**config.mk**
```make
export PLATFORM = sky130hd
export DESIGN_NAME = pc_unit
export DESIGN_NICKNAME = d
export VERILOG_FILES = /design/src/rtl/pc_unit.sv
export SDC_FILE = /design/constraint.sdc
export NUM_CORES = 1
export LEC_CHECK = 0
export ABC_CLOCK_PERIOD_IN_PS = 7800
export BUFFER_PORTS_ARGS = -buffer_cell sky130_fd_sc_hd__buf_2
export CAP_MARGIN = 30
export CORE_MARGIN = 1
export CORE_UTILIZATION = 35
export CTS_CLUSTER_DIAMETER = 100
export DETAILED_ROUTE_END_ITERATION = 8
export GPL_TIMING_DRIVEN = 1
export HOLD_SLACK_MARGIN = 0.05
export SKIP_CTS_REPAIR_TIMING = 1
export SLEW_MARGIN = 0
export SYNTH_ARGS = -nofsm -noshare
export SYNTH_HDL_FRONTEND = slang
export SYNTH_SLANG_ARGS = --single-unit
export TNS_END_PERCENT = 5
```
**constraint.sdc**
```tcl
create_clock -name clk -period 7.8 [get_ports clk]
set_input_delay 1.56 -clock clk [delete_from_list [all_inputs] [get_ports clk]]
set_output_delay 1.56 -clock clk [all_outputs]
set_load 0.01 [all_outputs]
```
**src/rtl/pc_unit.sv**
```systemverilog
// Fetch-stage PC generator: reset vector, stall, branch/JALR redirect, return-address stack, halt/trap FSM.
// Redirects appear on pc one cycle after sampling; stall holds everything, no bubbles are inserted.
module pc_unit #(
  parameter int                WIDTH        = 32,
  parameter logic [WIDTH-1:0]  RESET_VECTOR = '0,
  parameter int                RAS_DEPTH    = 4
) (
  input  logic             clk,
  input  logic             rst,
  input  logic             stall,
  input  logic             pcsrc,
  input  logic             jalr,
  input  logic [WIDTH-1:0] immop,
  input  logic [WIDTH-1:0] rs1,
  input  logic             call,
  input  logic             ret,
  input  logic             halt,
  output logic [WIDTH-1:0] pc,
  output logic [WIDTH-1:0] pc_plus4,
  output logic             fetch_valid,
  output logic             trap,
  output logic             ras_empty
);

  localparam int PTR_W = (RAS_DEPTH > 1) ? $clog2(RAS_DEPTH) : 1;
  localparam logic [PTR_W:0] RAS_FULL = (PTR_W+1)'(RAS_DEPTH);

  localparam logic [1:0] S_BOOT = 2'd0;
  localparam logic [1:0] S_RUN  = 2'd1;
  localparam logic [1:0] S_HALT = 2'd2;

  logic [1:0]       state_q, state_d;
  logic [WIDTH-1:0] pc_q, pc_d;
  logic             trap_q, trap_d;
  logic [PTR_W-1:0] sp_q, sp_d;
  logic [PTR_W:0]   cnt_q, cnt_d;
  logic [WIDTH-1:0] ras_q [RAS_DEPTH];

  logic [WIDTH-1:0] jalr_sum;
  logic [WIDTH-1:0] jalr_tgt;
  logic [WIDTH-1:0] br_tgt;
  logic [WIDTH-1:0] redir_tgt;
  logic [WIDTH-1:0] ras_top;
  logic             redir;
  logic             misal;
  logic             push;
  logic             pop;

  assign pc_plus4    = pc_q + WIDTH'(4);
  assign pc          = pc_q;
  assign fetch_valid = (state_q == S_RUN);
  assign trap        = trap_q;
  assign ras_empty   = (cnt_q == '0);

  assign jalr_sum  = rs1 + immop;
  assign jalr_tgt  = {jalr_sum[WIDTH-1:1], 1'b0};
  assign br_tgt    = pc_q + immop;
  assign redir     = jalr | pcsrc;
  assign redir_tgt = jalr ? jalr_tgt : br_tgt;
  assign misal     = (redir_tgt[1:0] != 2'b00);
  // sp_q points at the next free slot, so the top lives one below it
  assign ras_top   = ras_q[sp_q - PTR_W'(1)];

  always_comb begin
    state_d = state_q;
    pc_d    = pc_q;
    trap_d  = trap_q;
    push    = 1'b0;
    pop     = 1'b0;
    case (state_q)
      S_BOOT: begin
        if (!stall) state_d = S_RUN;
      end
      S_RUN: begin
        if (!stall) begin
          if (halt) begin
            state_d = S_HALT;
          end else if (redir) begin
            // A misaligned target never reaches pc; the core halts with the trap raised.
            if (misal) begin
              trap_d  = 1'b1;
              state_d = S_HALT;
            end else begin
              pc_d = redir_tgt;
              push = call;
            end
          end else if (ret && !ras_empty) begin
            pc_d = ras_top;
            pop  = 1'b1;
          end else begin
            pc_d = pc_plus4;
          end
        end
      end
      default: ;
    endcase
  end

  always_comb begin
    sp_d  = sp_q;
    cnt_d = cnt_q;
    if (push) begin
      sp_d  = sp_q + PTR_W'(1);
      cnt_d = (cnt_q == RAS_FULL) ? cnt_q : cnt_q + (PTR_W+1)'(1);
    end else if (pop) begin
      sp_d  = sp_q - PTR_W'(1);
      cnt_d = cnt_q - (PTR_W+1)'(1);
    end
  end

  always_ff @(posedge clk or posedge rst) begin
    if (rst) begin
      state_q <= S_BOOT;
      pc_q    <= RESET_VECTOR;
      trap_q  <= 1'b0;
      sp_q    <= '0;
      cnt_q   <= '0;
    end else begin
      state_q <= state_d;
      pc_q    <= pc_d;
      trap_q  <= trap_d;
      sp_q    <= sp_d;
      cnt_q   <= cnt_d;
    end
  end

  // Entries are only read while counted valid, so the storage needs no reset.
  always_ff @(posedge clk) begin
    if (push) ras_q[sp_q] <= pc_plus4;
  end

endmodule
```
==> results.sh, run 1 <==
export IMPL_status="finished clean"
export IMPL_synth_nets=1189
export IMPL_area_growth_pct=15.3
export IMPL_cap_violations=0
export IMPL_via_count=8940
export IMPL_drtPass1Iterations=6
export IMPL_clk_pin_slew_ps=60
export IMPL_die_w_um=180
export IMPL_crit_family="simple AND/OR/NAND/NOR gates"
export IMPL_clockBufferDepth=2
export IMPL_syn_area_per_cell_um2=10.6
export IMPL_fp_coreArea_um2=30900
export IMPL_yosysTopAreaCell="edfxtp_1"
export IMPL_worst_pin_slew_ps=1010
export IMPL_antenna_found_initial=0
export IMPL_switching_share_pct=37.6
export IMPL_synthCells=1048
export IMPL_crit_path_end_kind="output pin"
export IMPL_drive_above_1_share_pct=20.3
export IMPL_rsz0062_at_grt="no"
export IMPL_min_delay_path_class="flip-flop to flip-flop"
export IMPL_grt_pass1_wl_um=50100
export IMPL_n_antenna_cell=0
export IMPL_die_area_um2=32500
export IMPL_worstPathMaxFanout=7
export IMPL_cp_num_buf_inv=1
export IMPL_final_common_cell="buf_2"
export IMPL_crit_chain="ha_1 -> nand4_1 -> nor4_4 -> and3_1 -> nand4_2 -> nor2_2 -> xor2_1 -> buf_2"
export IMPL_gr_total_overflow=0
export IMPL_setup_viol=0
export IMPL_worst_setup_path_type="flip-flop to output pin"
export IMPL_fin_nets=1309
export IMPL_timing_final_hold_violations=0
export IMPL_synth_fa_ha_area_share_pct=7.97
export IMPL_finClkSkew_ps=8.51
export IMPL_root_buffer="clkbuf_16"
export IMPL_grt_pass1_vias=8584
export IMPL_cp_depth=8
export IMPL_synthMuxAreaShare_pct=7.22
export IMPL_finalSetupTns_ps=0
export IMPL_synthFlopType="edfxtp_1"
export IMPL_relSlewSlack_pct=32.7
export IMPL_hpwl_um=24800
export IMPL_max_freq_ghz=0.212
export IMPL_pwr_share_seq_pct=35.0
export IMPL_grtUsageTotal_pct=20.0
export IMPL_min_path_cells=1
export IMPL_synth_compound_area_share_pct=18.3
export IMPL_gp_congestion=0.903
export IMPL_p_leak_nw=5.16
export IMPL_row_count=64
export IMPL_drc=0
export IMPL_initial_core_util_pct=35.9
export IMPL_drt_total_wl_um=32300
export IMPL_synth_top_family_by_area="compound AO/OA/AOI/OAI gates"
export IMPL_cts_tree="yes"
export IMPL_synth_seq_cells=168
export IMPL_slew_violations=0
export IMPL_ir_worst_vdd_v=0.000115
export IMPL_p_int_w=0.00217
export IMPL_antenna_left=0
export IMPL_yosys_area_share_xor_xnor_pct=6.61
export IMPL_pin_count=139
export IMPL_syn_area_um2=11100
export IMPL_placed_cell_area_um2=12200
export IMPL_grt_max_degree=47
export IMPL_layout_common_cells="138 x buf_2, 128 x edfxtp_1, 89 x nand2_1, 87 x a21oi_1, 86 x nor2_1"
export IMPL_cts_made_buffers=17
export IMPL_dr_first_iter_drc_count=766
export IMPL_p_switching_w=0.00130
export IMPL_final_cell_area_um2=12800
export IMPL_synthArstFlopShare_pct=23.8
export IMPL_yosys_area_share_simple_pct=13.6
export IMPL_synth_edf_count=128
export IMPL_yosysTopAreaCellShare_pct=34.6
export IMPL_port_buffers=138
export IMPL_wire_per_inst_um=20.5
export IMPL_rr_worst_depth=9
export IMPL_start_kind="flip-flop"
export IMPL_clkPwrFrac_pct=25.7
export IMPL_fin_crit_sh_pct=60.5
export IMPL_synthTopCellsByArea="edfxtp_1 35%, dfrtp_1 9.0%, ha_1 7.4%, mux4_2 6.5%, a21oi_1 3.9%"
export IMPL_cp_data_arrival_time_ps=3160
export IMPL_htree_num_levels=4
export IMPL_period_needed_ps=4720
export IMPL_die_h_um=180
export IMPL_cts_sinks=168
export IMPL_p_comb_share_pct=39.3
export IMPL_yosysSeqAreaShare_pct=43.6
export IMPL_powerDensity_nw_per_um2=271
export IMPL_cp_required_ps=6240
export IMPL_max_stage_delay_ps=500
export IMPL_synth_warnings=0
export IMPL_synth_cell_type_count=79
export IMPL_clock_latency_ps=430
export IMPL_post_drt_via_cell_ratio=5.67
export IMPL_slowest_stage="dfrtp_1"
## final cells by class
class	count	area, um^2
clock buffer	18	429
clock inverter	14	195
fill	3007	18100
inverter	22	82.6
multi-input combinational	808	5960
sequential	168	4850
tap	396	495
timing repair buffer	151	801
## through the flow
stage / hold slack, ps / setup WS (ps) / power, W / cells / utilization [%]
finish: 506 / 3080 / 0.00347 / 1577 / 41.5
global route: 551 / 2890 / 0.00365 / 1577 / 41.5
CTS: 504 / 3070 / 0.00348 / 1577 / 41.5
detailed placement: 486 / 3110 / 0.00259 / 1545 / 39.4
global placement: 484 / 3190 / 0.00258 / 1544 / 39.4
floorplan: 467 / 3580 / 0.00213 / 1048 / -
## worst register-to-register path: stages (launching register included)
cell	delay, ps
dfrtp_2	340
buf_4	550
inv_1	160
ha_1	750
buf_4	410
mux4_2	390
a221o_1	380
a21oi_1	120
o21ai_1	70
o32a_1	290
## power groups by stage
stage | sequential [W] | combinational [W] | clock (W)
after floorplan | 0.00119 | 0.000932 | 0
after global placement | 0.00123 | 0.00135 | 0
after detailed placement | 0.00123 | 0.00136 | 0
after CTS | 0.00121 | 0.00137 | 0.000903
after global routing | 0.00122 | 0.00150 | 0.000935
final | 0.00122 | 0.00136 | 0.000892
## synth_stat cells, types with 4 or more instances
cell type and count:
edfxtp_1 128, nand2_1 89, a21oi_1 87, nor2_1 86, ha_1 66, o21ai_0 48, xnor2_1 41, xor2_1 41
dfrtp_1 40, nand3_1 34, clkbuf_1 32, mux4_2 32, a21o_1 27, a211oi_1 22, inv_1 22, o21ai_1 18
and3_1 16, nor3_1 16, and2_1 13, o21a_1 13, a31oi_1 12, nand4_1 11, nor2b_1 10, buf_2 9
o21bai_1 8, a221oi_1 7, mux2i_1 7, o22ai_1 6, a211o_1 5, a311oi_1 5, buf_1 5, o211ai_1 5
o31ai_1 5, a22o_1 4, nand2b_1 4, o32a_1 4
## metal layers
metal,vias up,wire [um],GRT usage (%)
li1,4250,-,-
met1,4320,15400,28.9
met2,323,14400,31.1
met3,47,1750,2.57
met4,0,773,6.50
met5,-,0,0
## sequential cells by signal (all words and copies together) (netlist names)
name     flops
ras_q      128
sp_q         2
state_q      2
pc          32
cnt_q        3
trap         1
## worst paths after layout
kind	startpoint	to	slack, ps
setup / recovery	pc[2]$_DFFE_PP0P_	pc_plus4[28]	3080
hold reg to reg	state_q[1]$_DFFE_PP0P_	state_q[1]$_DFFE_PP0P_	510
min in group asynchronous	rst	sp_q[1]$_DFFE_PP0P_	1020
setup reg to reg	sp_q[0]$_DFFE_PP0P_	pc[30]$_DFFE_PP0P_	4190
max in group asynchronous	rst	pc[21]$_DFFE_PP0P_	6310
hold / removal	state_q[1]$_DFFE_PP0P_	state_q[1]$_DFFE_PP0P_	510
## cells by family after synthesis
kind of cell	Yosys count
flip-flops	168
AND/OR/NAND/NOR	308
adder cells (fa/ha/maj)	69
buffers and inverters	72
XOR/XNOR	83
multiplexers	40
AO/OA/AOI/OAI	308
Note: power is estimated with default switching activity, not from simulation.
==> run 2, diff against run 1 <==
Settings changed: ABC_CLOCK_PERIOD_IN_PS 7800 to 4910.
Clock period 7.8 ns to 4.91 ns, I/O delays scaled along.
==> run 2 against run 1 <==
Global-route usage is 0.15 points higher. Power is 57% higher. First-iteration DRC count is 10% lower. Clock-buffer cell count stayed put. Critical path type unchanged. Combinational power is 61% higher. Sequential share of layout area hardly changed. Register-to-register slack worse by 2700 ps. Routed wire length is 0.51% higher.
==> results.sh, run 2 (synthesis gave the netlist of run 1 again) <==
export IMPL_relSlewSlack_pct=36.5
export IMPL_grt_max_degree=44
export IMPL_wire_per_inst_um=20.6
export IMPL_timing_final_ws_setup_ps=712
export IMPL_p_switching_w=0.00205
export IMPL_grt_pass1_wl_um=50100
export IMPL_crit_chain="nand4_2 -> nor4_4 -> nand2_1 -> nor2_1 -> nand3_1 -> xnor2_1 -> buf_2"
export IMPL_htree_num_levels=4
export IMPL_pin_count=139
export IMPL_die_w_um=180
export IMPL_cp_data_arrival_time_ps=3220
export IMPL_start_kind="flip-flop"
export IMPL_cap_violations=0
export IMPL_grtUsageTotal_pct=20.2
export IMPL_clk_pin_slew_ps=60
export IMPL_worstReg2RegEnd="ras_q[0][19]$_DFFE_PP_"
export IMPL_fin_nets=1313
export IMPL_layout_common_cells="138 x buf_2, 128 x edfxtp_1, 89 x nand2_1, 87 x a21oi_1, 86 x nor2_1"
export IMPL_fin_crit_sh_pct=85.5
export IMPL_timing_final_hold_violations=0
export IMPL_cp_required_ps=3930
export IMPL_register_area_um2=4850
export IMPL_max_stage_delay_ps=580
export IMPL_powerDensity_nw_per_um2=425
export IMPL_antenna_left=0
export IMPL_drtPass1Iterations=6
export IMPL_grt_pass1_vias=8492
export IMPL_clkPwrFrac_pct=24.3
export IMPL_drc=0
export IMPL_finalSetupTns_ps=0
export IMPL_worst_pin_slew_ps=953
export IMPL_die_area_um2=32500
export IMPL_n_antenna_cell=0
export IMPL_dr_first_iter_drc_count=687
export IMPL_p_leak_nw=5.15
export IMPL_initial_core_util_pct=35.9
export IMPL_min_delay_path_class="input pin to asynchronous set/reset pin"
export IMPL_p_int_w=0.00339
export IMPL_drive_above_1_share_pct=20.3
export IMPL_worst_setup_path_type="flip-flop to output pin"
export IMPL_post_drt_via_cell_ratio=5.62
export IMPL_worstReg2RegStart="pc[0]$_DFFE_PP0P_"
export IMPL_drt_total_wl_um=32500
export IMPL_pwr_share_seq_pct=35.5
export IMPL_rrSetupSlack_ps=1520
export IMPL_cts_sinks=168
export IMPL_hpwl_um=25300
export IMPL_status="finished clean"
export IMPL_rr_worst_depth=7
export IMPL_placed_cell_area_um2=12200
export IMPL_clock_latency_ps=420
export IMPL_largest_reg_flops=128
export IMPL_finClkSkew_ps=6.86
export IMPL_cts_made_buffers=17
export IMPL_gr_total_overflow=0
export IMPL_gp_congestion=0.892
export IMPL_max_freq_ghz=0.238
export IMPL_utilization_pct=41.4
export IMPL_clockBufferDepth=2
export IMPL_cts_tree="yes"
export IMPL_final_cell_area_um2=12800
export IMPL_switching_share_pct=37.7
export IMPL_multi_input_area_um2=5960
export IMPL_setup_viol=0
export IMPL_crit_path_end_kind="output pin"
export IMPL_area_growth_pct=15.2
export IMPL_antenna_found_initial=0
export IMPL_top_register="ras_q"
export IMPL_via_count=8877
export IMPL_slew_violations=0
export IMPL_dp_slack_ps=957
export IMPL_fp_coreArea_um2=30900
export IMPL_slowest_stage="nor4_4"
export IMPL_worstPathMaxFanout=7
export IMPL_n_fill_cell=3027
export IMPL_p_comb_share_pct=40.2
export IMPL_root_buffer="clkbuf_16"
export IMPL_rsz0062_at_grt="no"
export IMPL_final_common_cell="buf_2"
export IMPL_period_needed_ps=4200
export IMPL_port_buffers=138
export IMPL_ir_worst_vdd_v=0.000230
export IMPL_row_count=64
export IMPL_die_h_um=180
-- run 2: metal layers --
| layer | global-route usage [%] | share of wire [%] | up-vias | wire length [um] |
|---|---|---|---|---|
| met4 | 6.15 | 2.2 | 0 | 703 |
| li1 | - | - | 4233 | - |
| met2 | 31.9 | 45 | 319 | 14800 |
| met5 | 0 | 0 | - | 0 |
| met1 | 28.9 | 47 | 4284 | 15300 |
| met3 | 2.53 | 5.2 | 41 | 1670 |
-- run 2: power by group through the flow --
stage / clock [W] / sequential [W] / combinational, W
after global placement: 0 / 0.00195 / 0.00217
final: 0.00132 / 0.00193 / 0.00219
after detailed placement: 0 / 0.00195 / 0.00218
after global routing: 0.00140 / 0.00194 / 0.00240
after floorplan: 0 / 0.00190 / 0.00148
after CTS: 0.00135 / 0.00192 / 0.00220
-- run 2: through the flow --
stage               hold WS, ps  std cells  power, W
detailed placement          498       1549   0.00413
CTS                         465       1580   0.00547
finish                      465       1580   0.00544
floorplan                   467       1048   0.00338
global placement            484       1548   0.00413
global route                459       1580   0.00575
-- run 2: how the worst max path moves through the flow --
| stage | end | from | slack [ps] | cells past startpoint |
|---|---|---|---|---|
| 2_1_floorplan | ras_q[0][0]$_DFFE_PP_ | immop[0] | 1270 | 7 |
| 3_3_place_gp | ras_q[2][7]$_DFFE_PP_ | immop[0] | 1050 | 8 |
| 5_1_grt | pc_plus4[25] | pc[5]$_DFFE_PP0P_ | 560 | 7 |
| 6_report | pc_plus4[25] | pc[5]$_DFFE_PP0P_ | 710 | 7 |
| 4_1_cts | pc_plus4[25] | pc[5]$_DFFE_PP0P_ | 760 | 7 |
| 3_5_place_dp | ras_q[0][5]$_DFFE_PP_ | immop[0] | 960 | 8 |
-- run 2: final cells by class --
class / instances / share of cell area, %
clock buffer: 18 / 3.35
clock inverter: 13 / 1.20
inverter: 22 / 0.645
multi-input combinational: 808 / 46.6
sequential: 168 / 37.9
tap: 396 / 3.87
timing repair buffer: 155 / 6.49
-- run 2: critical path: cells and delay by family, from the launching register on --
kind,cells,cell delay (ps)
simple gates,5,1410
xor+xnor,1,570
flops,1,550
buf+inv,1,250
==> run 3, diff against run 2 <==
Settings changed: RECOVER_POWER set to 50, SETUP_SLACK_MARGIN set to 0.5.
==> run 3 against run 2 <==
The run now ends with max-capacitance violations, max-slew violations left. Critical path type unchanged. Register-to-register slack got worse by 20 ps. Core utilization down 0.35 points. Combinational power about the same. Largest power group unchanged. Critical path depth increased by 2. Setup slack worse by 170 ps.
==> results.sh, run 3 (synthesis gave the netlist of run 1 again) <==
export IMPL_status="complete, but fails checks"
export IMPL_violations="max-capacitance violations, max-slew violations"
export IMPL_p_int_w=0.00336
export IMPL_port_buffers=138
export IMPL_fin_crit_sh_pct=89.0
export IMPL_pin_count=139
export IMPL_cap_violations=1
export IMPL_grtUsageTotal_pct=20.2
export IMPL_grt_pass1_vias=8492
export IMPL_max_freq_ghz=0.229
export IMPL_grt_pass1_wl_um=50100
export IMPL_worstPathMaxFanout=7
export IMPL_worst_pin_slew_ps=2120
export IMPL_powerDensity_nw_per_um2=427
export IMPL_fin_nets=1313
export IMPL_cts_sinks=168
export IMPL_crit_path_end_kind="output pin"
export IMPL_clockBufferDepth=2
export IMPL_dr_first_iter_drc_count=654
export IMPL_p_switching_w=0.00206
export IMPL_die_area_um2=32500
export IMPL_switching_share_pct=38.0
export IMPL_period_needed_ps=4370
export IMPL_p_comb_share_pct=39.9
export IMPL_drt_total_wl_um=32600
export IMPL_drtPass1Iterations=5
export IMPL_cp_required_ps=3930
export IMPL_worst_setup_path_type="flip-flop to output pin"
export IMPL_worstReg2RegEnd="ras_q[0][13]$_DFFE_PP_"
export IMPL_clock_latency_ps=430
export IMPL_cts_made_buffers=17
export IMPL_htree_num_levels=4
export IMPL_finClkSkew_ps=6.82
export IMPL_final_common_cell="edfxtp_1"
export IMPL_initial_core_util_pct=35.9
export IMPL_hpwl_um=25300
export IMPL_cts_tree="yes"
export IMPL_area_growth_pct=14.3
export IMPL_finalSetupTns_ps=0
export IMPL_via_count=8850
export IMPL_top_register="ras_q"
export IMPL_setup_viol=0
export IMPL_rrSetupSlack_ps=1500
export IMPL_largest_reg_flops=128
export IMPL_wire_per_inst_um=20.6
export IMPL_rr_worst_depth=7
export IMPL_clkPwrFrac_pct=24.5
export IMPL_n_fill_cell=3063
export IMPL_rsz0062_at_grt="no"
export IMPL_antenna_found_initial=0
export IMPL_drive_above_1_share_pct=16.3
export IMPL_layout_common_cells="128 x edfxtp_1, 99 x buf_2, 89 x nand2_1, 87 x a21oi_1, 86 x nor2_1"
export IMPL_drc=0
export IMPL_die_w_um=180
export IMPL_power_total_w=0.00542
export IMPL_start_kind="flip-flop"
export IMPL_die_h_um=180
export IMPL_root_buffer="clkbuf_16"
export IMPL_ir_worst_vdd_v=0.000230
export IMPL_min_delay_path_class="input pin to asynchronous set/reset pin"
export IMPL_fp_coreArea_um2=30900
export IMPL_row_count=64
export IMPL_pwr_share_seq_pct=35.6
export IMPL_p_leak_nw=4.97
export IMPL_clk_pin_slew_ps=60
export IMPL_timing_final_hold_violations=0
export IMPL_gp_congestion=0.892
export IMPL_gr_total_overflow=0
export IMPL_grt_max_degree=44
export IMPL_startpoint="pc[9]$_DFFE_PP0P_"
export IMPL_slew_violations=36
export IMPL_relSlewSlack_pct=-41.4
export IMPL_worstReg2RegStart="pc[0]$_DFFE_PP0P_"
export IMPL_cp_data_arrival_time_ps=3390
export IMPL_post_drt_via_cell_ratio=5.60
export IMPL_n_antenna_cell=0
export IMPL_antenna_left=0
-- run 3: cell count changes in the layout (fill, tap and decap cells not counted), sizes merged --
cell,change
buf,-42
clkbuf,+42
-- run 3: worst max path at each step --
stage | end | cells after the start
6_report | pc_plus4[28] | 9
3_5_place_dp | ras_q[0][5]$_DFFE_PP_ | 8
2_1_floorplan | ras_q[0][0]$_DFFE_PP_ | 7
4_1_cts | pc_plus4[25] | 7
5_1_grt | pc_plus4[28] | 9
3_3_place_gp | ras_q[2][7]$_DFFE_PP_ | 8
-- run 3: metal layers --
metal | vias to the layer above | track usage, % | part of all wire (%)
met2 | 289 | 31.9 | 45
li1 | 4235 | - | -
met3 | 43 | 2.53 | 4.8
met5 | - | 0 | 0
met1 | 4283 | 28.9 | 47
met4 | 0 | 6.15 | 2.6
-- run 3: per-stage QoR --
step | hold slack (ps) | util (%) | instances | setup WS, ps | area (um^2)
final | 499 | 41.1 | 1580 | 540 | 12700
after global routing | 507 | 41.1 | 1580 | 314 | 12700
after CTS | 465 | 41.4 | 1580 | 761 | 12800
after detailed placement | 498 | 39.5 | 1549 | 957 | 12200
after global placement | 484 | 39.5 | 1548 | 1050 | 12200
after floorplan | 467 | - | 1048 | 1270 | 11100
-- run 3: power by group through the flow --
| stage | registers (W) | logic, W | clock network, W |
|---|---|---|---|
| after floorplan | 0.00190 | 0.00148 | 0 |
| after global placement | 0.00195 | 0.00217 | 0 |
| after detailed placement | 0.00195 | 0.00218 | 0 |
| after CTS | 0.00192 | 0.00220 | 0.00135 |
| after global routing | 0.00194 | 0.00238 | 0.00140 |
| final | 0.00193 | 0.00216 | 0.00133 |
-- run 3: final cells by class --
cell class	instances	area, um^2	area share (%)
multi-input cells	808	5930	46.7
inverters	22	82.6	0.651
clock buffers	18	429	3.38
well taps	396	495	3.90
clock inverters	13	154	1.21
flip-flops and latches	168	4850	38.2
repair buffers	155	758	5.97
-- run 3: worst max-delay path, cell delays in order (launching register included) --
cell	delay, ps
dfrtp_1	330
clkbuf_1	440
nand4_4	200
nor4_1	320
clkbuf_1	360
and3_1	260
nand4_1	220
nor2_2	160
xor2_1	440
buf_2	230
